--- config.mk ---
export PLATFORM = sky130hd
export DESIGN_NAME = boot_ctrl_regs
export DESIGN_NICKNAME = d
export VERILOG_FILES = /design/src/rtl/boot_ctrl_pkg.sv /design/src/rtl/boot_seq_fsm.sv /design/src/rtl/boot_ctrl_regs.sv
export SDC_FILE = /design/constraint.sdc
export NUM_CORES = 1
export LEC_CHECK = 0
export CAP_MARGIN = 20
export CORE_ASPECT_RATIO = 0.9
export CORE_UTILIZATION = 35
export CTS_BUF_LIST = sky130_fd_sc_hd__clkbuf_2
export CTS_CLUSTER_SIZE = 14
export DETAILED_ROUTE_END_ITERATION = 6
export GPL_ROUTABILITY_DRIVEN = 0
export PLACE_DENSITY = 0.7
export SLEW_MARGIN = 20
export SYNTH_ARGS = -nofsm -noshare
export SYNTH_HDL_FRONTEND = slang
export SYNTH_SLANG_ARGS = --single-unit
--- constraint.sdc ---
create_clock -name ACLK -period 2.2 [get_ports ACLK]
set_input_delay 0.66 -clock ACLK [delete_from_list [all_inputs] [get_ports ACLK]]
set_output_delay 0.66 -clock ACLK [all_outputs]
set_load 0.01 [all_outputs]
--- src/rtl/boot_ctrl_pkg.sv ---
// boot_ctrl_pkg: shared types and constants for the BOOTCTRL register window.
//   boot_state_t : sequencer state, 2-bit codes visible in STATUS[5:4]
//   OFS_*        : register offsets within the 256-byte window
//   CTRL_*_BIT   : bit positions inside CTRL byte 0
//   apply_be     : byte-enable merge used by the RW registers
// Optional feature macro: BOOTCTRL_CYCLE_COUNTER_EN (CYCLES register at 0x14).
package boot_ctrl_pkg;

  typedef enum logic [1:0] {
    ST_IDLE    = 2'd0,
    ST_RELEASE = 2'd1,
    ST_RUN     = 2'd2,
    ST_DONE    = 2'd3
  } boot_state_t;

  localparam logic [7:0] OFS_STATUS   = 8'h00;
  localparam logic [7:0] OFS_CTRL     = 8'h04;
  localparam logic [7:0] OFS_DRAMBASE = 8'h08;
  localparam logic [7:0] OFS_ENTRYPC  = 8'h0C;
  localparam logic [7:0] OFS_TOHOST   = 8'h10;
  localparam logic [7:0] OFS_CYCLES   = 8'h14;

  localparam int unsigned CTRL_HOLD_BIT  = 0;
  localparam int unsigned CTRL_START_BIT = 1;

  function automatic logic [31:0] apply_be(input logic [31:0] old_val,
                                           input logic [31:0] wdata,
                                           input logic [3:0]  be);
    logic [31:0] r;
    r = old_val;
    for (int unsigned i = 0; i < 4; i++) begin
      if (be[i]) r[8*i +: 8] = wdata[8*i +: 8];
    end
    return r;
  endfunction

endpackage

--- src/rtl/boot_seq_fsm.sv ---
// boot_seq_fsm: core release sequencer (state, RELEASE counter, core reset).
//   clk_i, rst_ni  : clock, asynchronous active-low reset
//   hold_set_i     : HOLD written to 1 this cycle (forces IDLE)
//   start_i        : START written with post-write HOLD=0 (enter/restart RELEASE)
//   done_i         : core reported completion (only honoured in RUN)
//   state_o        : current state
//   core_rst_n_o   : registered active-low core reset, high only in RUN/DONE
import boot_ctrl_pkg::*;

module boot_seq_fsm #(
  parameter int unsigned RST_CYCLES = 16
) (
  input  logic        clk_i,
  input  logic        rst_ni,
  input  logic        hold_set_i,
  input  logic        start_i,
  input  logic        done_i,
  output boot_state_t state_o,
  output logic        core_rst_n_o
);

  localparam logic [15:0] CNT_LOAD = 16'(RST_CYCLES - 1);

  boot_state_t state_q, state_d;
  logic [15:0] cnt_q, cnt_d;
  logic        core_rst_n_q;

  always_comb begin
    state_d = state_q;
    cnt_d   = cnt_q;
    if (hold_set_i) begin
      state_d = ST_IDLE;
    end else if (start_i) begin
      state_d = ST_RELEASE;
      cnt_d   = CNT_LOAD;
    end else begin
      case (state_q)
        ST_RELEASE: begin
          if (cnt_q == '0) state_d = ST_RUN;
          else             cnt_d   = cnt_q - 16'd1;
        end
        ST_RUN:  if (done_i) state_d = ST_DONE;
        default: ;
      endcase
    end
  end

  // core_rst_n is registered from the next state so it tracks state_q exactly.
  always_ff @(posedge clk_i or negedge rst_ni) begin
    if (!rst_ni) begin
      state_q      <= ST_IDLE;
      cnt_q        <= '0;
      core_rst_n_q <= 1'b0;
    end else begin
      state_q      <= state_d;
      cnt_q        <= cnt_d;
      core_rst_n_q <= (state_d == ST_RUN) || (state_d == ST_DONE);
    end
  end

  assign state_o      = state_q;
  assign core_rst_n_o = core_rst_n_q;

endmodule

--- src/rtl/boot_ctrl_regs.sv ---
// boot_ctrl_regs: regbus responder for the BOOTCTRL window at BASE_ADDR.
//   ACLK, ARESETN          : clock, asynchronous active-low reset
//   WRADDR/BYTEEN/WREN/WDATA : single-cycle byte-enabled write port
//   RDADDR/RDEN/RDATA      : single-cycle read port, RDATA registered (1-cycle latency)
//   core_rst_n             : active-low reset to the CPU core
//   dram_base, entry_pc    : DRAMBASE / ENTRYPC register values
//   tohost_valid/_data     : core tohost write capture
// Optional feature macro: BOOTCTRL_CYCLE_COUNTER_EN adds CYCLES at offset 0x14.
import boot_ctrl_pkg::*;

module boot_ctrl_regs #(
  parameter logic [15:0] BASE_ADDR  = 16'h1000,
  parameter int unsigned RST_CYCLES = 16
) (
  input  logic        ACLK,
  input  logic        ARESETN,
  input  logic [15:0] WRADDR,
  input  logic [3:0]  BYTEEN,
  input  logic        WREN,
  input  logic [31:0] WDATA,
  input  logic [15:0] RDADDR,
  input  logic        RDEN,
  output logic [31:0] RDATA,
  output logic        core_rst_n,
  output logic [31:0] dram_base,
  output logic [31:0] entry_pc,
  input  logic        tohost_valid,
  input  logic [31:0] tohost_data
);

  boot_state_t state;
  logic        hold_q, hold_d;
  logic [31:0] dram_base_q, entry_pc_q, tohost_q, rdata_q;
  logic [31:0] rd_val;
  logic        wr_hit, rd_hit, ctrl_wr, hold_set, start_go;
  logic        running, done, core_active;
  logic [7:0]  wr_ofs, rd_ofs;

  assign wr_hit = WREN && (WRADDR[15:8] == BASE_ADDR[15:8]);
  assign rd_hit = RDEN && (RDADDR[15:8] == BASE_ADDR[15:8]);
  assign wr_ofs = WRADDR[7:0];
  assign rd_ofs = RDADDR[7:0];

  // CTRL bits live in byte 0; START is judged against the post-write HOLD,
  // so a single write of 0x2 both clears HOLD and starts the sequence.
  assign ctrl_wr  = wr_hit && (wr_ofs == OFS_CTRL) && BYTEEN[0];
  assign hold_d   = ctrl_wr ? WDATA[CTRL_HOLD_BIT] : hold_q;
  assign hold_set = ctrl_wr && WDATA[CTRL_HOLD_BIT];
  assign start_go = ctrl_wr && WDATA[CTRL_START_BIT] && !WDATA[CTRL_HOLD_BIT];

  assign done        = (state == ST_DONE);
  assign core_active = (state == ST_RUN) || done;
  // STATUS.running reports that the core is out of reset, which stays true in DONE.
  assign running     = core_active;

  boot_seq_fsm #(
    .RST_CYCLES (RST_CYCLES)
  ) u_seq (
    .clk_i        (ACLK),
    .rst_ni       (ARESETN),
    .hold_set_i   (hold_set),
    .start_i      (start_go),
    .done_i       (tohost_valid && tohost_data[0]),
    .state_o      (state),
    .core_rst_n_o (core_rst_n)
  );

  always_ff @(posedge ACLK or negedge ARESETN) begin
    if (!ARESETN) begin
      hold_q      <= 1'b1;
      dram_base_q <= '0;
      entry_pc_q  <= '0;
      tohost_q    <= '0;
    end else begin
      hold_q <= hold_d;
      if (wr_hit && (state == ST_IDLE)) begin
        if (wr_ofs == OFS_DRAMBASE) dram_base_q <= apply_be(dram_base_q, WDATA, BYTEEN);
        if (wr_ofs == OFS_ENTRYPC)  entry_pc_q  <= apply_be(entry_pc_q, WDATA, BYTEEN);
      end
      if (start_go)                         tohost_q <= '0;
      else if (tohost_valid && core_active) tohost_q <= tohost_data;
    end
  end

`ifdef BOOTCTRL_CYCLE_COUNTER_EN
  logic [31:0] cycles_q;

  always_ff @(posedge ACLK or negedge ARESETN) begin
    if (!ARESETN)              cycles_q <= '0;
    else if (start_go)         cycles_q <= '0;
    else if (state == ST_RUN)  cycles_q <= cycles_q + 32'd1;
  end
`endif

  always_comb begin
    rd_val = '0;
    if (rd_hit) begin
      case (rd_ofs)
        OFS_STATUS:   rd_val = {26'd0, state, 1'b0, done, running, hold_q};
        OFS_CTRL:     rd_val = {31'd0, hold_q};
        OFS_DRAMBASE: rd_val = dram_base_q;
        OFS_ENTRYPC:  rd_val = entry_pc_q;
        OFS_TOHOST:   rd_val = tohost_q;
`ifdef BOOTCTRL_CYCLE_COUNTER_EN
        OFS_CYCLES:   rd_val = cycles_q;
`endif
        default:      rd_val = '0;
      endcase
    end
  end

  always_ff @(posedge ACLK or negedge ARESETN) begin
    if (!ARESETN)  rdata_q <= '0;
    else if (RDEN) rdata_q <= rd_val;
  end

  assign RDATA     = rdata_q;
  assign dram_base = dram_base_q;
  assign entry_pc  = entry_pc_q;

endmodule

# Yosys cells after proc, flatten, opt, wreduce, memory -nomap -nowiden
# Cells that the tools add are included.
[word_totals] elab_cells=70 register_bits=148 input_bits=105 mem_bits_ro=0 latchBits=0 output_inout_bits=97 memories=0 mem_bits_rw=0
[op_classes] addsub=1 magnitude_cmp=0 mul=0 n_eq_ne=15 reduce_logical=27 muxes=12 div_mod_pow=0 bitwise=1 n_shift=0
[ops] cell="$pmux W32 S5" n=1
[ops] cell="$mux W32" n=3
[ops] cell="$mux W16" n=3
[ops] cell="$eq A8 B4 Y1 const B" n=4
[ops] cell="$reduce_and A3 Y1" n=9
[ops] cell="$eq A8 B5 Y1 const B" n=3
[ops] cell="$eq A8 B3 Y1 const B" n=2
[ops] cell="$logic_not A16 Y1" n=1
[ops] cell="$sub A16 B1 Y16 const B" n=1
[ops] cell="$logic_and A1 B1 Y1" n=10
[ops] cell="$eq A2 B2 Y1 const B" n=4
[ops] cell="$logic_not A8 Y1" n=1
[ops] cell="$mux W2" n=4
[ops] cell="$pmux W2 S2" n=1
[ops] cell="$reduce_bool A2 Y1" n=2
[ops] cell="$eq A2 B1 Y1 const B" n=1
[ops] cell="$logic_not A2 Y1" n=1
[ops] cell="$logic_or A1 B1 Y1" n=2
[ops] cell="$ne A2 B2 Y1 const B" n=1
[ops] cell="$logic_not A1 Y1" n=1
[ops] cell="$not A1 Y1" n=1

# Depth between registers and ports, before layout
# Gate-level depths: netlist (run 1).
[depth] word_depth=10 depth_mapped=7 mapped_depth_nobuf=7

# Hierarchy
# A second synthesis (run 1) with hierarchy kept.
[unflattened] hier_cells=602 area_unflattened_um2=6761.5
[modules_own_cells] module="boot_ctrl_regs" instances=1 area_each_um2=5569.1 seq_area_each_um2=3229.3 cells_per_inst=467
[modules_own_cells] module="boot_seq_fsm" instances=1 area_each_um2=1192.4 seq_area_each_um2=475.5 cells_per_inst=135

# Least setup slack after synthesis (run 1)
# No wires, ideal clock.
[synth_path] kind="input -> register" from="input port WRADDR[4]" to="register dram_base_q[10] (netlist: dram_base[10])" required_time_ns=2.075 setup_time_ns=0.125 arrival_time_ns=2.656 path_stages=6 n_path_buf=1 path_slack_ns=-0.581 path_cell_list="or4b_1 -> or4_4 -> nor3_2 -> and2_1 -> buf_2 -> mux2_2"
[synth_via] elab_chain_cells=2
[synth_rtl] element="from (decl)" line_no="boot_ctrl_regs.sv:17" text="input logic [15:0] WRADDR,"
[synth_rtl] element="$eq A8 B4 Y1" line_no="boot_ctrl_regs.sv:77" text="if (wr_ofs == OFS_DRAMBASE) dram_base_q <= apply_be(dram_base_q, WDATA, BYTEEN);"
[synth_rtl] element="$reduce_and A3 Y1 (no line)"
[synth_rtl] element="to (signal assigned)" line_no="boot_ctrl_regs.sv:77"
[synth_rtl] element="to (decl)" line_no="boot_ctrl_regs.sv:33" text="logic [31:0] dram_base_q, entry_pc_q, tohost_q, rdata_q;"
# No other way between the ends.
# A chain may end at the register's enable or synchronous reset.

# Worst setup path after layout (run 1)
[layout_path] from="input port WRADDR[5]" to="register dram_base_q[29] (netlist: dram_base[29])"
# Same word-level chain as after synthesis.

==> results of run 1 <==
[power groups by stage]
stage / Sequential (mW) / Combinational, mW / Clock [mW]
4_1_cts: 3.33 / 1.27 / 1.63
3_3_place_gp: 3.37 / 1.22 / 0
6_report: 3.36 / 1.30 / 1.59
3_5_place_dp: 3.38 / 1.26 / 0
5_1_grt: 3.39 / 1.44 / 1.74
2_1_floorplan: 3.32 / 0.607 / 0
[worst reg2reg max path, delay by kind of cell, from the launching register on]
| kind | cells | cell delay, ns |
|---|---|---|
| flops | 1 | 0.47 |
| simple gates | 4 | 1.16 |
| compound gates | 1 | 0.26 |
| buf+inv | 1 | 0.17 |
[sequential cells by signal, summed over array words and instances (netlist names)]
| name | flops |
|---|---|
| u_seq.cnt_q | 16 |
| entry_pc | 32 |
| u_seq.state_o | 2 |
| u_seq.core_rst_n_o | 1 |
| dram_base | 32 |
| RDATA | 32 |
| hold_q | 1 |
| tohost_q | 32 |
[area by class of cell]
cell class	count	area share
flip-flops and latches	148	0.350
repair buffers	363	0.299
multi-input cells	368	0.284
well taps	245	0.0290
inverters	42	0.0149
clock inverters	15	0.0144
clock buffers	17	0.00804
diodes	1	0.000237
[placed cells by master (no fill, tap or decap), types with 7 or more instances in the layout]
master           count
inv_1               40
or3_1                8
mux2i_1             34
a222oi_1            31
buf_12              14
nor3_1               7
a21oi_1             18
nand3_1             10
dfrtp_1            147
nor2_1              46
mux2_4              15
nand2_1             15
clkdlybuf4s15_1     54
buf_4              146
clkdlybuf4s50_1     88
mux2_2              49
dlygate4sd2_1       11
clkbuf_2            61
o21ai_0             22
o22ai_1             32
[per-stage QoR]
stage / hold WS, ns / total power [mW] / utilization / instance area (um2) / worst slack (ns)
6_report: 0.402 / 6.25 / 0.567 / 10600 / -0.0395
3_3_place_gp: 0.490 / 4.59 / 0.523 / 9760 / -1.10
2_1_floorplan: 0.364 / 3.93 / - / 6910 / -0.476
5_1_grt: 0.349 / 6.58 / 0.567 / 10600 / -0.0333
4_1_cts: 0.348 / 6.22 / 0.557 / 10400 / -0.00927
3_5_place_dp: 0.503 / 4.64 / 0.523 / 9760 / -1.13
[kinds of logic (layout without fill, tap and decap cells)]
logic type / after synthesis / count (layout) / synth area share
AO/OA/AOI/OAI: 121 / 121 / 0.125
multiplexers: 99 / 99 / 0.159
flip-flops: 148 / 148 / 0.548
other: 0 / 1 / 0
AND/OR/NAND/NOR: 142 / 142 / 0.115
adder cells (fa/ha/maj): 6 / 6 / 0.0111
buffers and inverters: 75 / 437 / 0.0435
[per-layer routing]
| metal | wire, um | GRT usage | part of all wire |
|---|---|---|---|
| met1 | 9490 | 0.299 | 0.42 |
| met2 | 10900 | 0.366 | 0.48 |
| met3 | 1960 | 0.0510 | 0.086 |
| met4 | 321 | 0.0619 | 0.014 |
| met5 | 11 | 0 | 0.00048 |
[worst min path at each step]
stage	startpoint	endpoint	slack, ns	cells after the start
2_1_floorplan	ARESETN	RDATA[0]	0.36	0
3_3_place_gp	hold_q	hold_q	0.49	2
3_5_place_dp	hold_q	hold_q	0.50	2
4_1_cts	ARESETN	u_seq.state_o[1]	0.35	2
5_1_grt	ARESETN	u_seq.state_o[1]	0.35	2
6_report	ARESETN	u_seq.state_o[1]	0.40	2
[timing repair]
action	in CTS	in global routing
pin swaps	9	2
endpoints found under the setup margin	171	109
setup buffers	59	32
gates resized for setup	152	141
endpoints found under the hold margin	40	0
cloned	0	0
hold buffers	1	0
==> impl_metrics.csv, run 1 <==
group,metric,value,unit
run_status,status,"finished, violations left",
run_status,failed_checks,"negative setup slack",
global_routing,antenna_found_initial,2,
logic_synthesis,synth_most_common_cell,"dfrtp_1",
cells_and_area,fillers,1586,
job,cap_violations,0,
logic_synthesis,async_flop_share,1.00,
detailed_routing,post-route-drc-count,0,
logic_synthesis,postSynthCellCount,591,
setup_path,crit_cells,7,
logic_synthesis,yosysWarnings,0,
global_routing,grt_max_degree,55,
setup_path,cpPeakStageDelay,0.59,ns
setup_path,worst-r2r-setup-slack,0.04,ns
power_and_ir_drop,p_leak,5.14,nW
floorplan,initial_utilization,0.363,
floorplan,boundaryPins,202,
logic_synthesis,synthesis.area,0.00676,mm2
logic_synthesis,syn_avg_cell_area,11.4,um2
power_and_ir_drop,swShare,0.313,
logic_synthesis,synth_cell_types,48,
setup_path,critPathTopFamily,"simple AND/OR/NAND/NOR gates",
setup_path,path_max_fanout,7,
place,numPortBuffers,201,
power_and_ir_drop,peakVddDrop,0.000309,V
logic_synthesis,synth-seq-area-share,0.548,
logic_synthesis,syn_nets,702,
floorplan,fp-row-count,47,
setup_path,r2r_cells,6,
sta,setup_slack,-0.0395,ns
detailed_routing,routed_wl,22700,um
setup_path,cp.required,2.82,ns
sta,slew_violations,0,
logic_synthesis,synth_top_area_cell,"dfrtp_1",
setup_path,reg2reg_to,"u_seq.cnt_q[14]",
cells_and_area,final_nets,1051,
setup_path,cp.arrival,2.86,ns
sta,final_hold_viol_count,0,
detailed_routing,ant_nets,0,
logic_synthesis,synth_area_leaders,"dfrtp_1 (54%), mux2_2 (10%), mux2i_1 (5.0%), a222oi_1 (4.6%), o22ai_1 (3.0%)",
clocking,cts_tree,"built",
setup_path,crit_type,"input port to flip-flop",
clocking,cts.path.max_buffers,2,
floorplan,die_w,149,um
setup_path,critPathLaunch,"WRADDR[5]",
setup_path,cp_slowest_cell,"or4_4",
cells_and_area,drive_above_1_share,0.360,
place,dp_cells,1074,
clocking,numCtsBuffers,17,
clocking,insertion_delay,0.72,ns
setup_path,path_cells,"clkdlybuf4s15_1 -> or4_1 -> or4_4 -> nor3_4 -> and2_4 -> buf_12 -> mux2_4",
clocking,cts_sinks,148,
power_and_ir_drop,p_comb_frac,0.208,
detailed_routing,vias,6373,
cells_and_area,instances_no_fill,1199,
power_and_ir_drop,seq_power_share,0.537,
global_routing,grt_pass1_vias,6213,
setup_path,critPathCapture,"dram_base[29]",
logic_synthesis,ys_ff_latch,148,
power_and_ir_drop,power.switching,1.96,mW
logic_synthesis,synth_top_area_frac,0.544,
sta,tns,-0.540,ns
global_routing,gr-total-overflow,0,
sta,fin_crit,2.24,ns
clocking,cts_max_level,4,
min_path,hold_path_class,"input port to async pin",
detailed_routing,dr.pass1.iters,6,
global_routing,grtUsageTotal,0.225,
clocking,cts-root-buf,"clkbuf_2",
logic_synthesis,netlist_top_cells_count,"dfrtp_1 (147), mux2_2 (62), nor2_1 (46)",
place,hpwl,15100,um
detailed_routing,viasPerCell,5.32,
sta,tightest_slew,0.556,ns
cells_and_area,ff_latch_area,0.00370,mm2
setup_path,crit_buf_inv,2,
floorplan,dieArea,0.0199,mm2
global_routing,grt_pass1_wl,33800,um
power_and_ir_drop,power_density,591,mW/mm2
sta,setup_violations,34,
power_and_ir_drop,p_int,4.29,mW
cells_and_area,multiInputGateArea,0.00301,mm2
logic_synthesis,synth_flop_cell,"dfrtp_1",
floorplan,core_area,0.0186,mm2
detailed_routing,wire_per_inst,18.9,um
floorplan,die_h,134,um
sta,fin_crit_sh,1.02,
sta,max_slew_margin,0.626,
detailed_routing,first_iter_violations,460,
clocking,clk_pin_slew,0.22,ns
setup_path,critical_path.endpoint_type,"flip-flop",
sta,clock_skew,0.0299,ns
logic_synthesis,synth-edff-count,0,
setup_path,critPathLaunchType,"input port",
cells_and_area,area_delta_synth_final,56.4,%
setup_path,r2r-start,"u_seq.cnt_q[9]",
power_and_ir_drop,power.share.clock,0.255,
sta,clock.fmax,447,MHz
No activity file was read; power rests on OpenSTA's default activity.
==> run 2: changes to the inputs <==
SKIP_LAST_GASP = 1   (was default)
==> run 2 against run 1 <==
Net effect: the run still ends with negative setup slack left; highest routed layer unchanged; first-iteration DRC count up 2.2%; combinational power is essentially flat; sequential power hardly changed; final cell count unchanged; critical path type unchanged.
==> impl_metrics.csv, run 2 (synthesis gave the netlist of run 1 again) <==
group,metric,value,unit
run_status,status,"finished, violations left",
run_status,failed_checks,"negative setup slack",
detailed_routing,first_iter_violations,470,
detailed_routing,routed_wl,22600,um
global_routing,grt_max_degree,55,
floorplan,boundaryPins,202,
sta,clock.fmax,444,MHz
setup_path,cp.required,2.84,ns
setup_path,cp.arrival,2.89,ns
detailed_routing,dr.pass1.iters,6,
sta,rsz0062_at_grt,"yes",
cells_and_area,instances_no_fill,1199,
cells_and_area,drive_above_1_share,0.360,
detailed_routing,post-route-drc-count,0,
clocking,cts.path.max_buffers,2,
detailed_routing,viasPerCell,5.31,
sta,setup_violations,32,
detailed_routing,vias,6362,
floorplan,initial_utilization,0.363,
floorplan,fp-row-count,47,
clocking,cts_max_level,4,
floorplan,dieArea,0.0199,mm2
floorplan,core_area,0.0186,mm2
global_routing,grt_pass1_vias,6213,
setup_path,crit_type,"input port to flip-flop",
sta,slew_violations,0,
sta,fin_crit_sh,1.02,
setup_path,path_max_fanout,8,
sta,fin_crit,2.25,ns
setup_path,critPathTopFamily,"simple AND/OR/NAND/NOR gates",
power_and_ir_drop,peakVddDrop,0.000308,V
power_and_ir_drop,power_density,590,mW/mm2
clocking,insertion_delay,0.73,ns
place,post-place-ws,-1.13,ns
global_routing,grt_pass1_wl,33800,um
clocking,cts-root-buf,"clkbuf_2",
setup_path,path_cells,"clkdlybuf4s15_1 -> or4_1 -> or4_4 -> buf_12 -> nor3_4 -> buf_12 -> nand2_2 -> mux2_2",
setup_path,crit_buf_inv,3,
sta,final_hold_viol_count,0,
setup_path,cp_slowest_cell,"or4_4",
setup_path,cpPeakStageDelay,0.59,ns
clocking,clk_pin_slew,0.23,ns
global_routing,gr-total-overflow,0,
place,dp_cells,1074,
setup_path,critical_path.endpoint_type,"flip-flop",
cells_and_area,final_cell_mix,"dfrtp_1 (147), buf_4 (147), clkdlybuf4s50_1 (88)",
clocking,numCtsBuffers,17,
job,cap_violations,0,
clocking,cts_sinks,148,
sta,holdWs,0.389,ns
setup_path,critPathLaunchType,"input port",
setup_path,r2r_cells,8,
sta,setup_slack,-0.0505,ns
sta,clock_skew,0.0283,ns
sta,tightest_slew,0.540,ns
floorplan,die_h,134,um
min_path,hold_path_class,"input port to async pin",
place,numPortBuffers,201,
setup_path,crit_cells,8,
global_routing,antenna_found_initial,2,
detailed_routing,wire_per_inst,18.9,um
sta,max_slew_margin,0.637,
cells_and_area,final_nets,1051,
place,hpwl,15100,um
detailed_routing,ant_nets,0,
clocking,cts_tree,"built",
cells_and_area,area_delta_synth_final,56.3,%
setup_path,crit_path_frequent_cell,"buf_12",
global_routing,grtUsageTotal,0.225,
power_and_ir_drop,p_leak,5.13,nW
floorplan,die_w,149,um
## run 2: cell counts in the layout (fill, tap and decap cells not counted)
No cell type changed its count.
## run 2: power by group
group	internal, mW	switching (mW)
Combinational	0.667	0.631
Sequential	3.09	0.263
Clock	0.530	1.06
## run 2: what timing repair did
| action | in CTS | in global routing |
|---|---|---|
| buffers inserted | 59 | 32 |
| resized for setup | 152 | 139 |
| endpoints found under the hold margin | 40 | 0 |
| pin swaps | 9 | 2 |
| endpoints found under the setup margin | 171 | 109 |
| hold buffers | 1 | 0 |
## run 2: final timing paths
path	start	end	slack (ns)
worst max-delay path	WRADDR[5]	entry_pc[23]	-0.05
max in group asynchronous	ARESETN	RDATA[1]	1.17
worst max register to register	u_seq.cnt_q[1]	u_seq.cnt_q[10]	0.05
worst min register to register	hold_q	hold_q	0.53
worst min-delay path	ARESETN	u_seq.state_o[1]	0.39
min in group ACLK	tohost_data[11]	tohost_q[11]	0.51
## run 2: through the flow
step / TNS, ns / cell area [um2] / total power, mW / utilization
6_report: -0.552 / 10600 / 6.24 / 0.567
5_1_grt: -0.214 / 10600 / 6.57 / 0.567
4_1_cts: -0.00927 / 10400 / 6.22 / 0.557
3_5_place_dp: -118.82 / 9760 / 4.64 / 0.523
3_3_place_gp: -116.54 / 9760 / 4.59 / 0.523
2_1_floorplan: -38.18 / 6910 / 3.93 / -
## run 2: per-layer routing
| layer | GRT usage | vias up | wire length [um] |
|---|---|---|---|
| li1 | - | 2899 | - |
| met1 | 0.299 | 3121 | 9620 |
| met2 | 0.366 | 312 | 11000 |
| met3 | 0.0510 | 28 | 1750 |
| met4 | 0.0619 | 2 | 298 |
| met5 | 0 | - | 11 |
## run 2: area by class of cell
cell class,count,area [um2]
multi-input cells,368,3000
repair buffers,363,3160
well taps,245,307
clock buffers,17,85.1
fillers,1587,8070
clock inverters,15,153
flip-flops and latches,148,3700
inverters,42,158
diodes,1,2.50
